## src/rtl/pkt_gen_tx.sv

```systemverilog
// Test-traffic packet generator: emits a header word followed by ceil(len/8) payload
// words per packet, with optional inter-packet gap, and keeps run statistics.
module pkt_gen_tx #(
  parameter int          DATA_WIDTH     = 64,
  parameter int          CTRL_WIDTH     = DATA_WIDTH / 8,
  parameter int          TIME_WIDTH     = 64,
  parameter int          BYTE_CNT_WIDTH = 40,
  parameter logic [15:0] SRC_PORT       = 16'h0000
) (
  input  logic                      clk,
  input  logic                      reset,
  output logic [DATA_WIDTH-1:0]     out_data,
  output logic [CTRL_WIDTH-1:0]     out_ctrl,
  output logic                      out_wr,
  input  logic                      out_rdy,
  input  logic                      enable,
  input  logic [31:0]               num_pkts,
  input  logic [15:0]               pkt_len,
  input  logic [31:0]               ipg_cycles,
  input  logic [15:0]               dst_port,
  input  logic [TIME_WIDTH-1:0]     time_now,
  output logic                      busy,
  output logic                      done,
  output logic [31:0]               pkt_cnt,
  output logic [BYTE_CNT_WIDTH-1:0] byte_cnt,
  output logic [TIME_WIDTH-1:0]     time_first,
  output logic [TIME_WIDTH-1:0]     time_last
);

  localparam int DW64 = (DATA_WIDTH > 64) ? DATA_WIDTH : 64;
  localparam int WW   = (TIME_WIDTH > DW64) ? TIME_WIDTH : DW64;
  localparam int CW   = (CTRL_WIDTH > 8) ? CTRL_WIDTH : 8;

  typedef enum logic [2:0] {S_IDLE, S_HDR, S_PAYLOAD, S_GAP, S_DONE} state_t;

  state_t                    state_q, state_d;
  logic                      en_prev_q, en_prev_d;
  logic [31:0]               num_pkts_q, num_pkts_d;
  logic [15:0]               len_q, len_d;
  logic [15:0]               word_len_q, word_len_d;
  logic [31:0]               ipg_q, ipg_d;
  logic [15:0]               dst_q, dst_d;
  logic [15:0]               word_idx_q, word_idx_d;
  logic [31:0]               gap_cnt_q, gap_cnt_d;
  logic [31:0]               seq_q, seq_d;
  logic                      first_q, first_d;
  logic [TIME_WIDTH-1:0]     hdr_ts_q, hdr_ts_d;
  logic [31:0]               pkt_cnt_q, pkt_cnt_d;
  logic [BYTE_CNT_WIDTH-1:0] byte_cnt_q, byte_cnt_d;
  logic [TIME_WIDTH-1:0]     time_first_q, time_first_d;
  logic [TIME_WIDTH-1:0]     time_last_q, time_last_d;

  logic [15:0] clamped_len;
  logic [31:0] pkt_cnt_inc;
  logic        last_word;
  logic [2:0]  last_shift;
  logic [WW-1:0] word_w;
  logic [CW-1:0] ctrl_w;

  assign clamped_len = (pkt_len < 16'd60)   ? 16'd60 :
                       (pkt_len > 16'd1514) ? 16'd1514 : pkt_len;
  assign pkt_cnt_inc = pkt_cnt_q + 32'd1;
  assign last_word   = (word_idx_q == word_len_q - 16'd1);
  assign last_shift  = 3'(len_q - 16'd1);

  // Next-state and datapath updates; nothing advances in HDR/PAYLOAD without out_rdy
  always_comb begin
    state_d      = state_q;
    en_prev_d    = enable;
    num_pkts_d   = num_pkts_q;
    len_d        = len_q;
    word_len_d   = word_len_q;
    ipg_d        = ipg_q;
    dst_d        = dst_q;
    word_idx_d   = word_idx_q;
    gap_cnt_d    = gap_cnt_q;
    seq_d        = seq_q;
    first_d      = first_q;
    hdr_ts_d     = hdr_ts_q;
    pkt_cnt_d    = pkt_cnt_q;
    byte_cnt_d   = byte_cnt_q;
    time_first_d = time_first_q;
    time_last_d  = time_last_q;
    case (state_q)
      S_IDLE: begin
        if (enable && !en_prev_q) begin
          num_pkts_d   = num_pkts;
          len_d        = clamped_len;
          word_len_d   = (clamped_len + 16'd7) >> 3;
          ipg_d        = ipg_cycles;
          dst_d        = dst_port;
          pkt_cnt_d    = '0;
          byte_cnt_d   = '0;
          time_first_d = '0;
          time_last_d  = '0;
          seq_d        = '0;
          first_d      = 1'b1;
          state_d      = S_HDR;
        end
      end
      S_HDR: begin
        if (out_rdy) begin
          time_last_d = time_now;
          hdr_ts_d    = time_now;
          if (first_q) time_first_d = time_now;
          first_d     = 1'b0;
          word_idx_d  = '0;
          state_d     = S_PAYLOAD;
        end
      end
      S_PAYLOAD: begin
        if (out_rdy) begin
          if (last_word) begin
            pkt_cnt_d  = pkt_cnt_inc;
            byte_cnt_d = byte_cnt_q + BYTE_CNT_WIDTH'(len_q);
            seq_d      = seq_q + 32'd1;
            if ((num_pkts_q != 32'd0) && (pkt_cnt_inc == num_pkts_q)) state_d = S_DONE;
            else if (!enable)                                        state_d = S_IDLE;
            else if (ipg_q == 32'd0)                                 state_d = S_HDR;
            else begin
              gap_cnt_d = ipg_q;
              state_d   = S_GAP;
            end
          end else begin
            word_idx_d = word_idx_q + 16'd1;
          end
        end
      end
      S_GAP: begin
        if (!enable)                   state_d = S_IDLE;
        else if (gap_cnt_q <= 32'd1)   state_d = S_HDR;
        else                           gap_cnt_d = gap_cnt_q - 32'd1;
      end
      S_DONE: begin
        if (!enable) state_d = S_IDLE;
      end
      default: state_d = S_IDLE;
    endcase
  end

  // Output word is a pure function of registered state, so it holds while stalled
  always_comb begin
    word_w = '0;
    ctrl_w = '0;
    case (state_q)
      S_HDR: begin
        word_w = WW'({dst_q, word_len_q, SRC_PORT, len_q});
        ctrl_w = CW'(8'hFF);
      end
      S_PAYLOAD: begin
        case (word_idx_q)
          16'd0:   word_w = WW'(hdr_ts_q);
          16'd1:   word_w = WW'({seq_q, len_q, 16'h0000});
          default: word_w = WW'({32'hA5A5_A5A5, 16'h0000, word_idx_q});
        endcase
        ctrl_w = last_word ? CW'(8'h80 >> last_shift) : '0;
      end
      default: begin
        word_w = '0;
        ctrl_w = '0;
      end
    endcase
  end

  assign out_data   = word_w[DATA_WIDTH-1:0];
  assign out_ctrl   = ctrl_w[CTRL_WIDTH-1:0];
  assign out_wr     = ((state_q == S_HDR) || (state_q == S_PAYLOAD)) && out_rdy;
  assign busy       = (state_q == S_HDR) || (state_q == S_PAYLOAD) || (state_q == S_GAP);
  assign done       = (state_q == S_DONE);
  assign pkt_cnt    = pkt_cnt_q;
  assign byte_cnt   = byte_cnt_q;
  assign time_first = time_first_q;
  assign time_last  = time_last_q;

  // en_prev tracks enable during reset so a level held across reset is not an edge
  always_ff @(posedge clk) begin
    if (reset) begin
      state_q      <= S_IDLE;
      en_prev_q    <= enable;
      num_pkts_q   <= '0;
      len_q        <= '0;
      word_len_q   <= '0;
      ipg_q        <= '0;
      dst_q        <= '0;
      word_idx_q   <= '0;
      gap_cnt_q    <= '0;
      seq_q        <= '0;
      first_q      <= 1'b0;
      hdr_ts_q     <= '0;
      pkt_cnt_q    <= '0;
      byte_cnt_q   <= '0;
      time_first_q <= '0;
      time_last_q  <= '0;
    end else begin
      state_q      <= state_d;
      en_prev_q    <= en_prev_d;
      num_pkts_q   <= num_pkts_d;
      len_q        <= len_d;
      word_len_q   <= word_len_d;
      ipg_q        <= ipg_d;
      dst_q        <= dst_d;
      word_idx_q   <= word_idx_d;
      gap_cnt_q    <= gap_cnt_d;
      seq_q        <= seq_d;
      first_q      <= first_d;
      hdr_ts_q     <= hdr_ts_d;
      pkt_cnt_q    <= pkt_cnt_d;
      byte_cnt_q   <= byte_cnt_d;
      time_first_q <= time_first_d;
      time_last_q  <= time_last_d;
    end
  end

endmodule

```

## config.mk

```make
export PLATFORM = sky130hd
export DESIGN_NAME = pkt_gen_tx
export DESIGN_NICKNAME = d
export VERILOG_FILES = /design/src/rtl/pkt_gen_tx.sv
export SDC_FILE = /design/constraint.sdc
export NUM_CORES = 1
export LEC_CHECK = 0
export BUFFER_PORTS_ARGS = -buffer_cell sky130_fd_sc_hd__buf_2
export CELL_PAD_IN_SITES_DETAIL_PLACEMENT = 0
export CELL_PAD_IN_SITES_GLOBAL_PLACEMENT = 1
export CORE_UTILIZATION = 37
export CTS_BUF_LIST = sky130_fd_sc_hd__clkbuf_4 sky130_fd_sc_hd__clkbuf_8
export DETAILED_ROUTE_END_ITERATION = 10
export PLACE_DENSITY_LB_ADDON = 0.1
export REMOVE_ABC_BUFFERS = 1
export SLEW_MARGIN = 25
export SYNTH_ARGS = -nofsm -noshare
export SYNTH_HDL_FRONTEND = slang
export SYNTH_SLANG_ARGS = --single-unit
```

## constraint.sdc

```tcl
create_clock -name clk -period 3.1 [get_ports clk]
set_input_delay 0.31 -clock clk [delete_from_list [all_inputs] [get_ports clk]]
set_output_delay 0.31 -clock clk [all_outputs]
set_load 0.05 [all_outputs]
```

; ---- Word level (Yosys, flattened, before mapping)
; Cells that the tools add are included.
[totals]
reg_bits = 458
inputBits = 164
out_inout_bits = 275
[op_classes]
n_addsub = 8
n_lt_le_gt_ge = 3
n_eq_ne = 20
shifts = 1
muxes = 49
n_reduce_logical = 22
[ops]
columns = op, count
row1 = $pmux W64 S2, 4
row2 = $mux W32, 12
row3 = $mux W64, 4
row4 = $pmux W32 S2, 3
row5 = $mux W40, 3
row6 = $mux W16, 5
row7 = $pmux W40 S2, 1
row8 = $add A32 B1 Y32 const B, 2
row9 = $add A40 B16 Y40, 1
row10 = $eq A32 B32 Y1, 1
row11 = $le A32 B1 Y1 const B, 1
row12 = $logic_not A32 Y1, 1
row13 = $pmux W16 S2, 1
row14 = $reduce_bool A32 Y1, 1
row15 = $sub A32 B1 Y32 const B, 1
row16 = $mux W3, 8
row17 = $ne A2 B2 Y1 const B, 12
row18 = $add A16 B1 Y16 const B, 1
row19 = $add A16 B3 Y16 const B, 1
row20 = $eq A16 B1 Y1 const B, 1
row21 = $eq A16 B16 Y1, 1
row22 = $gt A16 B11 Y1 const B, 1
row23 = $logic_not A16 Y1, 1
row24 = $lt A16 B6 Y1 const B, 1
row25 = 23 further kinds, 35

; ---- Logic depth before layout (Yosys ltp)
[logic_depth]
ltp_word = 7
mapped_depth = 15
depth_no_buf = 12

; ---- Worst setup path after synthesis
; No wires, ideal clock.
[synth_path]
kind = reg2out
start = reg word_len_q[0]
end = out out_ctrl[3]
t_arrival_ps = 3914
slack_ps = -1124
stages_incl_launch_ff = 12
cell_sequence = dfxtp_1 > inv_1 > ha_1 > or4b_1 > buf_2 > or4_1 > a211oi_1 > nor3b_1 > nor2b_1 > nand3_1 > or3b_2 > o21ai_0
[synth_via]
elab_chain_cells = 4
[synth_rtl]
columns = item, line
row1 = from (decl), 40  ; logic [15:0] word_len_q, word_len_d;
row2 = from (signal assigned), 199  ; word_len_q <= word_len_d;
row3 = $sub A13 B1 Y14, 63  ; assign last_word = (word_idx_q == word_len_q - 16'd1);
row4 = $eq A16 B16 Y1, 63
row5 = $mux W8, 156  ; ctrl_w = last_word ? CW'(8'h80 >> last_shift) : '0;
row6 = $pmux W8 S2, 145  ; case (state_q)
row7 = to (decl), 13  ; output logic [CTRL_WIDTH-1:0] out_ctrl,
; No other way between the ends.

; ---- Final worst setup path
[layout_path]
start = reg word_len_q[1]
end = out out_ctrl[6]
; Same word-level chain as after synthesis.

==> parameters.txt <==
Parameter                              Value

Timing
  Final Hold Fails ... 0
  Ratio of final minimum period to clock period ... 122%
  Peak clock frequency supported by timing ... 0.264 GHz
  Worst hold slack after final layout ... 0.0909 ns
  Final worst slack ... -0.690 ns
  Fin. max-slew vios ... 0
  Tightest Pin Transition ... 0.980 ns
  Slew margin rel. ... 34.6%
  Final Critical Period ... 3.79 ns
  RSZ-0062 raised after global routing ... yes
  Setup violators final ... 171
  Worst-case clock skew ... 0.0273 ns

Placed design
  Number of placed instances with taps included ... 4,022
  Final RePlAce weighted congestion ... 0.906
  Total half-perimeter wirelength after legalization and detailed placement ... 57,200 um
  Setup slack after placement ... -0.654 ns
  Count of buffers inserted at the top-level ports ... 438
  Area after detailed placement ... 25,700 um2

Setup path
  Library cell appearing most often on the critical path ... buf_4
  Critical path startpoint category ... register
  Data arrival, critical path ... 3.48 ns
  Largest driver fanout on the critical path ... 5
  Cells along the critical path ... inv_2 -> ha_4 -> or4b_4 -> buf_6 -> buf_4 -> or4_1 -> nand3_1 -> nor3b_2 -> nor2b_4 -> nand3_4 -> buf_4 -> o31ai_1 -> buf_4
  Startpoint-to-endpoint class of the critical path ... reg -> out
  Nature of the critical path endpoint ... primary output
  Cell at the slowest stage of the critical path ... or4b_4
  WP buf/inv ... 5
  Worst path max stage delay ... 0.48 ns
  Req. time, crit path ... 2.79 ns
  FF-to-FF setup slack ... -0.42 ns
  Family with the most delay on the worst path ... simple AND/OR/NAND/NOR gates

Route
  Count of unresolved DRC violations after routing ... 0
  Drt first-iter violations ... 1,275
  Vias per std cell ... 5.29
  Post-detailed-route wirelength per cell ... 19.0 um
  First drt pass iteration count ... 6
  Total wirelength of the detailed-routed design ... 83,200 um
  Post-route antenna net violation count ... 0
  Vias post-DR ... 23,100

Layout
  Sequential cell area ... 9190 um2
  Fin area ... 30,700 um2
  Ratio of cells with drive above 1 in the final layout ... 26.8%
  Filler instances ... 5,652
  Nets ... 3,740
  Combined area of the multi-input logic cells ... 12,200 um2
  Non-filler cells, final ... 4,373
  Area growth syn-to-layout ... 42.6%

GRT
  Largest net degree at the start of global routing ... 180
  Via count of the first global-routing pass ... 22,500
  Aggregate global routing overflow ... 0
  Overall fraction of global-route tracks in use ... 27.0%
  Antenna violations before repair ... 6
  Global-route wire length before repair ... 127,000 um

Synthesis
  Yosys warns ... 0
  Count of state elements after synthesis ... 458
  Primary FF master, synth ... dfxtp_1
  Fraction of synthesis flops using an asynchronous set or reset pin ... 0%
  Count of flip-flops with a built-in enable after synthesis ... 0
  Mapped cell area ... 21,500 um2
  Synthesized area per cell ... 7.61 um2
  Number of distinct library cells after synthesis ... 73
  Sequential cell area fraction in the yosys report ... 42.6%
  Synthesized instance count ... 2,831

Floorplanning
  Number of cell rows ... 88
  Floorplan die area ... 59,200 um2
  Die boundary height ... 243 um
  Width of the die ... 243 um
  Starting density of the core ... 37.4%
  Core footprint ... 57,600 um2
  Boundary pin count ... 439

Flow run
  Max capacitance violation total ... 0

Outcome
  Outcome ... complete, but fails checks
  Violated checks ... negative setup slack

Min path
  Worst min-delay path category ... in -> reg

Clock tree
  CTS buffer count ... 84
  TritonCTS sink count ... 458
  CTS clk-pin slew, worst paths ... 0.05 ns
  Buffer depth of the longest clock path ... 3
  Max H-tree Level ... 3
  Clock tree root buffer cell ... clkbuf_8
  Clk_lat worst skew ... 0.67 ns
  CTS tree ... yes

Power
  VDD IR max ... 290 uV
  Leakage power ... 0.0127 uW
  Power density over the cells ... 470 nW/um2
  Overall power after layout ... 14,400 uW
-- report_power, final --
group          internal, uW  leakage, uW  total, uW  switching, uW
logic                   863      0.00802       2280           1420
registers              6020      0.00371       6150            126
clock network          3420     0.000924       6010           2590
total                 10300       0.0127      14400           4130
-- what timing repair did --
| item | in CTS | in global routing |
|---|---|---|
| endpoints found under the hold margin | 280 | 0 |
| setup endpoints to repair | 225 | 227 |
| cloned | 5 | 5 |
| resized for setup | 153 | 200 |
| pin swaps | 35 | 62 |
| hold buffers | 159 | 0 |
| setup buffers | 17 | 24 |
-- stage by stage --
stage,setup TNS [ns],utilization (%)
floorplan,-473.05,-
finish,-43.74,53.3
global route,-65.51,53.3
CTS,-47.99,51.9
detailed placement,-49.95,44.7
global placement,-41.97,44.7
-- registers in the layout, summed over array words and instances (netlist names) --
register / cells
byte_cnt: 40
dst_q: 16
len_q: 16
time_first: 64
time_last: 64
pkt_cnt: 32
first_q: 1
word_len_q: 13
word_idx_q: 16
num_pkts_q: 32
gap_cnt_q: 32
hdr_ts_q: 64
en_prev_q: 1
ipg_q: 32
seq_q: 32
state_q: 3
-- cell type report --
class,instances,area share [%]
multi-input cells,2137,39.7
flip-flops and latches,458,29.9
repair buffers,841,21.3
clock buffers,136,5.50
well taps,765,3.12
inverters,27,0.330
clock inverters,7,0.155
diodes,2,0.0163
-- path summary, 6_finish.rpt --
path,startpoint,endpoint,cells past startpoint
max,word_len_q[1],out_ctrl[6],13
min,pkt_len[1],len_q[1],3
max reg2reg,word_len_q[1],pkt_cnt[16],18
min reg2reg,time_first[46],time_first[46],2
-- placed cells by master, fill, tap and decap left out, drive strengths merged, types with 84 or more instances in the layout --
cell type | synthesis | routed
a21oi | 442 | 442
o21ai | 116 | 116
nand2 | 603 | 603
nand3 | 144 | 144
xnor2 | 84 | 84
clkbuf | 187 | 154
dlygate4sd3 | 0 | 159
buf | 22 | 662
dfxtp | 458 | 458
nor2 | 197 | 197
-- worst register-to-register path, delay by kind of cell, from the launching register on --
kind | cells | cell delay [ns]
simple gates | 7 | 1.56
flops | 1 | 0.32
compound gates | 2 | 0.22
fa+ha+maj | 1 | 0.13
buf+inv | 8 | 1.15
-- cell usage after synthesis, drive strengths merged (5+ instances only) --
library cell    n  area, um2
and2           19        119
nor4           42        275
nand2b          5       31.3
clkbuf        187        702
nand4b          6       52.6
ha             26        325
or2             6       37.5
or3            27        169
and3           38        238
xor2           47        412
nor2b           7       43.8
xnor2          84        736
buf            22        111
a22oi          50        375
nand3         144        721
a21oi         442       2210
dfxtp         458       9170
a311oi          6       52.6
and4           12        105
nor2          197        739
or4             6       45.0
a211oi         10       75.1
o21ai         116        581
nor3           49        280
nand2         603       2260
nor3b          11       92.6
a31oi           8       50.1
nand4          43        290
o41ai           7       61.3
inv            27        101
o32ai           5       43.8
o21a            7       52.6
o31ai          11       82.6
o211ai          8       60.1
a21o           34        255
nor4b           7       80.1
o22ai           6       37.5
-- kinds of logic (layout without fill, tap and decap cells) --
family,count (synthesis),count (layout),synth area share (%)
AOI/OAI and AO/OA,742,742,19.6
xor gates and xnor gates,132,132,5.43
adders and majority gates,27,27,1.60
buffers and inverters,236,1011,4.25
DFF,458,458,42.6
muxes,5,5,0.244
other,0,2,0
and+or+nand+nor,1231,1231,26.3
-- routing by layer --
| metal | wire length (um) | up-vias | global-route usage, % |
|---|---|---|---|
| met2 | 38800 | 625 | 44.4 |
| met5 | 35 | - | 0 |
| met3 | 4540 | 132 | 5.49 |
| met4 | 2070 | 6 | 8.19 |
| met1 | 37800 | 11100 | 35.4 |
| li1 | - | 11300 | - |
Note: power is estimated with default switching activity, not from simulation.
